File: config.mk
export PLATFORM = sky130hd
export DESIGN_NAME = edge_event_arbiter
export DESIGN_NICKNAME = d
export VERILOG_FILES = /design/src/rtl/edge_event_arbiter.sv
export SDC_FILE = /design/constraint.sdc
export NUM_CORES = 1
export LEC_CHECK = 0
export ABC_AREA = 1
export CAP_MARGIN = 25
export CORE_ASPECT_RATIO = 0.75
export CORE_MARGIN = 2
export CORE_UTILIZATION = 53
export DETAILED_ROUTE_END_ITERATION = 7
export PLACE_DENSITY = 0.91
export SLEW_MARGIN = 20
export SYNTH_ARGS = -nofsm -noshare
export SYNTH_HDL_FRONTEND = slang
export SYNTH_SLANG_ARGS = --single-unit
File: constraint.sdc
create_clock -name clk -period 2.34 [get_ports clk]
set_input_delay 0.234 -clock clk [delete_from_list [all_inputs] [get_ports clk]]
set_output_delay 0.234 -clock clk [all_outputs]
set_load 0.03 [all_outputs]
File: src/rtl/edge_event_arbiter.sv
// Per-channel level-transition trackers feeding a round-robin arbiter that
// drains pending events one at a time through a single valid/ready port.
module edge_event_arbiter #(
  parameter int N   = 4,
  parameter int IDW = 2
) (
  input  logic             clk,
  input  logic             r,
  input  logic [N-1:0]     in,
  output logic             ev_valid,
  input  logic             ev_ready,
  output logic [IDW-1:0]   ev_id,
  output logic             ev_level,
  output logic [N-1:0]     pend,
  output logic [N-1:0]     ovf,
  input  logic             ovf_clr,
  output logic [2*N-1:0]   trk_state
);

  // Handshake: an event transfers on any rising edge where ev_valid and
  // ev_ready are both 1; ev_id/ev_level hold while ev_valid=1 and ev_ready=0.

  typedef enum logic [1:0] {
    TRK_INIT = 2'd0,
    TRK_LOW  = 2'd1,
    TRK_HIGH = 2'd2
  } trk_t;

  trk_t             r_trk     [N];
  trk_t             w_trk_nxt [N];
  logic [N-1:0]     w_ev;

  logic [N-1:0]     r_pend;
  logic [N-1:0]     r_lvl;
  logic [N-1:0]     r_ovf;
  logic             r_ev_valid;
  logic [IDW-1:0]   r_ev_id;
  logic             r_ev_level;
  logic [IDW-1:0]   r_ptr;

  logic             w_free;
  logic             w_gnt_any;
  logic [IDW-1:0]   w_gnt_id;
  logic             w_grant;
  logic [N-1:0]     w_gnt_oh;

  always_ff @(posedge clk) begin
    for (int i = 0; i < N; i++) begin
      if (r) r_trk[i] <= TRK_INIT;
      else   r_trk[i] <= w_trk_nxt[i];
    end
  end

  always_comb begin
    for (int i = 0; i < N; i++) begin
      w_trk_nxt[i] = r_trk[i];
      case (r_trk[i])
        TRK_INIT: w_trk_nxt[i] = in[i] ? TRK_HIGH : TRK_LOW;
        TRK_LOW:  if (in[i])  w_trk_nxt[i] = TRK_HIGH;
        TRK_HIGH: if (!in[i]) w_trk_nxt[i] = TRK_LOW;
        default:  w_trk_nxt[i] = TRK_INIT;
      endcase
    end
  end

  // The baseline sample (INIT) never raises an event.
  always_comb begin
    w_ev = '0;
    for (int i = 0; i < N; i++) begin
      w_ev[i] = ((r_trk[i] == TRK_LOW)  &&  in[i]) ||
                ((r_trk[i] == TRK_HIGH) && !in[i]);
    end
  end

  always_comb begin
    trk_state = '0;
    for (int i = 0; i < N; i++) begin
      trk_state[2*i +: 2] = r_trk[i];
    end
  end

  // Walk from the farthest offset down so the nearest set bit after ptr wins.
  always_comb begin
    w_gnt_any = 1'b0;
    w_gnt_id  = '0;
    for (int k = N; k >= 1; k--) begin
      if (r_pend[(int'(r_ptr) + k) % N]) begin
        w_gnt_any = 1'b1;
        w_gnt_id  = IDW'((int'(r_ptr) + k) % N);
      end
    end
  end

  assign w_free   = !r_ev_valid || ev_ready;
  assign w_grant  = w_free && w_gnt_any;
  assign w_gnt_oh = w_grant ? ({{(N-1){1'b0}}, 1'b1} << w_gnt_id) : '0;

  // A new event on the channel being granted re-arms pend without overflow.
  always_ff @(posedge clk) begin
    if (r) begin
      r_pend     <= '0;
      r_lvl      <= '0;
      r_ovf      <= '0;
      r_ev_valid <= 1'b0;
      r_ev_id    <= '0;
      r_ev_level <= 1'b0;
      r_ptr      <= IDW'(N - 1);
    end else begin
      r_pend <= w_ev | (r_pend & ~w_gnt_oh);
      r_lvl  <= (r_lvl & ~w_ev) | (in & w_ev);
      r_ovf  <= (ovf_clr ? '0 : r_ovf) | (w_ev & r_pend & ~w_gnt_oh);
      if (w_free) begin
        r_ev_valid <= w_gnt_any;
        if (w_gnt_any) begin
          r_ev_id    <= w_gnt_id;
          r_ev_level <= r_lvl[w_gnt_id];
          r_ptr      <= w_gnt_id;
        end
      end
    end
  end

  assign ev_valid = r_ev_valid;
  assign ev_id    = r_ev_id;
  assign ev_level = r_ev_level;
  assign pend     = r_pend;
  assign ovf      = r_ovf;

endmodule

==> results.tsv <==
metric	value	unit
rsz0062_at_grt	false	
avgRoutedWirePerCell	10.7	um
ctsHoldBuffers	0	
firstDrtPassIters	4	
die_area	2900	sq um
worstPathArrival	2.27	ns
routed_wirelength	2730	um
cts.repair.resized	0	
cts_buffers	3	
core	2330	sq um
syn_inst	192	
via_count	1225	
initial_utilization	56.6	%
drive_above_1_share	13.6	%
avgSynthCellArea	6.86	sq um
ys_seq_area_share	39.5	%
io_pins	28	
grt_pass1_vias	1071	
root_buffer	clkbuf_4	
clk_latency	0.33	ns
cp.required	2.63	ns
crit_path_max_fanout	10	
fmax	505	MHz
nets	230	
maxCapViolCount	0	
drcViolationCount	0	
cp-end-kind	flop	
ant_nets	0	
period_share	84.6	%
gp_congestion	0.889	
report.final.slew_viol_count	0	
port_buffers	27	
final_cell_mix	nand2_1 (51), inv_1 (34), clkdlybuf4s50_1 (27)	
antenna_found_initial	0	
finClkSkew	0.00367	ns
cpLargestDelayFamily	simple AND/OR/NAND/NOR gates	
die_w	61.6	um
cts-htree-levels	1	
grt_pass1_wl	4490	um
area_growth	26.3	%
antenna_cells	0	
synthesis.nets	200	
dp_cells	251	
worst-setup-path-type	flop to flop	
netlist_area	1320	sq um
slowest_delay	0.61	ns
start_kind	flop	
worstMarginPinSlew	0.484	ns
finalCriticalPeriod	1.98	ns
hold_viol	0	
setup_viol	0	
grt_overflow_total	0	
cts_tree	built	
irDropWorstVdd	0.000529	V
hp-class	input pin to flop	
cts.sink_count	26	
clockBufferDepth	2	
power_leakage	0.801	nW
layout_commonest_cell	nand2_1	
status	finished clean	
viasPerCell	4.80	
ys_warn_count	0	
postCtsSetupBuffers	0	
max_slew_margin	67.4	%
grtUsageTotal	21.7	%
power_density	1100	nW/um^2
path_buf_inv	3	
worstPathCellList	inv_8 -> nand2_2 -> nand2_2 -> and2_4 -> nor3b_2 -> nor2_2 -> buf_4 -> nand2_4 -> nand2_1 -> nand2_1 -> inv_1	
yosysUniqueCellTypes	23	
clk_pin_slew	0.14	ns
slowest_stage	dfxtp_1	
drtIter0Drc	69	
ys_seq_elements	26	
grt_max_degree	19	
hpwl	2130	um
p_total	1.83	mW
finalSetupTns	0	ns
dieHeight	47.2	um
stdcell_count	255	
row_count	15	
power breakdown:
| group | switching (mW) | internal (mW) |
|---|---|---|
| Clock | 0.138 | 0.173 |
| Sequential | 0.0689 | 0.511 |
| Combinational | 0.592 | 0.352 |
cells by family after synthesis:
kind of cell	share of synthesized area (%)
buf+inv	13.7
compound gates	8.26
flops	39.5
simple gates	38.6
metal layers:
layer / vias up / global-route usage [%] / wire, um
met2: 32 / 36.6 / 1290
met4: 0 / 8.94 / 25
met5: - / 0 / 0
met1: 544 / 26.5 / 1300
li1: 645 / - / -
met3: 4 / 5.79 / 113
final cells by class:
class / instances / area (sq um)
Clock inverter: 1 / 30.0
Fill cell: 203 / 663
Clock buffer: 3 / 22.5
Multi-Input combinational cell: 125 / 617
Tap cell: 34 / 42.5
Sequential cell: 26 / 520
Inverter: 37 / 146
Timing Repair Buffer: 29 / 285
synthesized netlist by cell type (all sizes together):
library cell / instances / area share [%]
a21boi: 1 / 0.57
clkbuf: 1 / 0.28
and2: 1 / 0.66
a21oi: 13 / 5.5
buf: 3 / 2.3
inv: 37 / 11
nor2: 20 / 6.3
dfxtp: 26 / 40
nor3b: 1 / 0.95
nand2: 61 / 20
o211ai: 2 / 1.1
nor3: 2 / 0.76
nand3: 22 / 9.5
o21ai: 2 / 1.0
worst reg2reg max path, cell delays in order, from the launching register on:
cell and delay (ns):
dfxtp_1 0.61, inv_8 0.09, nand2_2 0.09, nand2_2 0.05, and2_4 0.13, nor3b_2 0.15, nor2_2 0.38, buf_4 0.23
nand2_4 0.05, nand2_1 0.06, nand2_1 0.04, inv_1 0.05
worst paths after layout:
kind                            startpoint     endpoint  slack [ns]  depth (start not counted)
worst max-delay path              r_ptr[0]     ev_id[0]        0.36                         11
worst min register to register        flop         flop        0.47                          2
worst min-delay path                 in[1]  r_trk[1][1]        0.45                          3
worst max register to register    r_ptr[0]     ev_id[0]        0.36                         11
through the flow:
step	utilization [%]	hold slack [ns]	instance area (sq um)	setup WS, ns
final	71.5	0.450	1660	0.362
after global routing	71.5	0.455	1660	0.202
after CTS	71.5	0.429	1660	0.376
after detailed placement	69.2	0.455	1610	0.408
after global placement	69.2	0.450	1610	0.516
after floorplan	-	0.357	1320	0.661
Power figures use the tool's default switching activity.
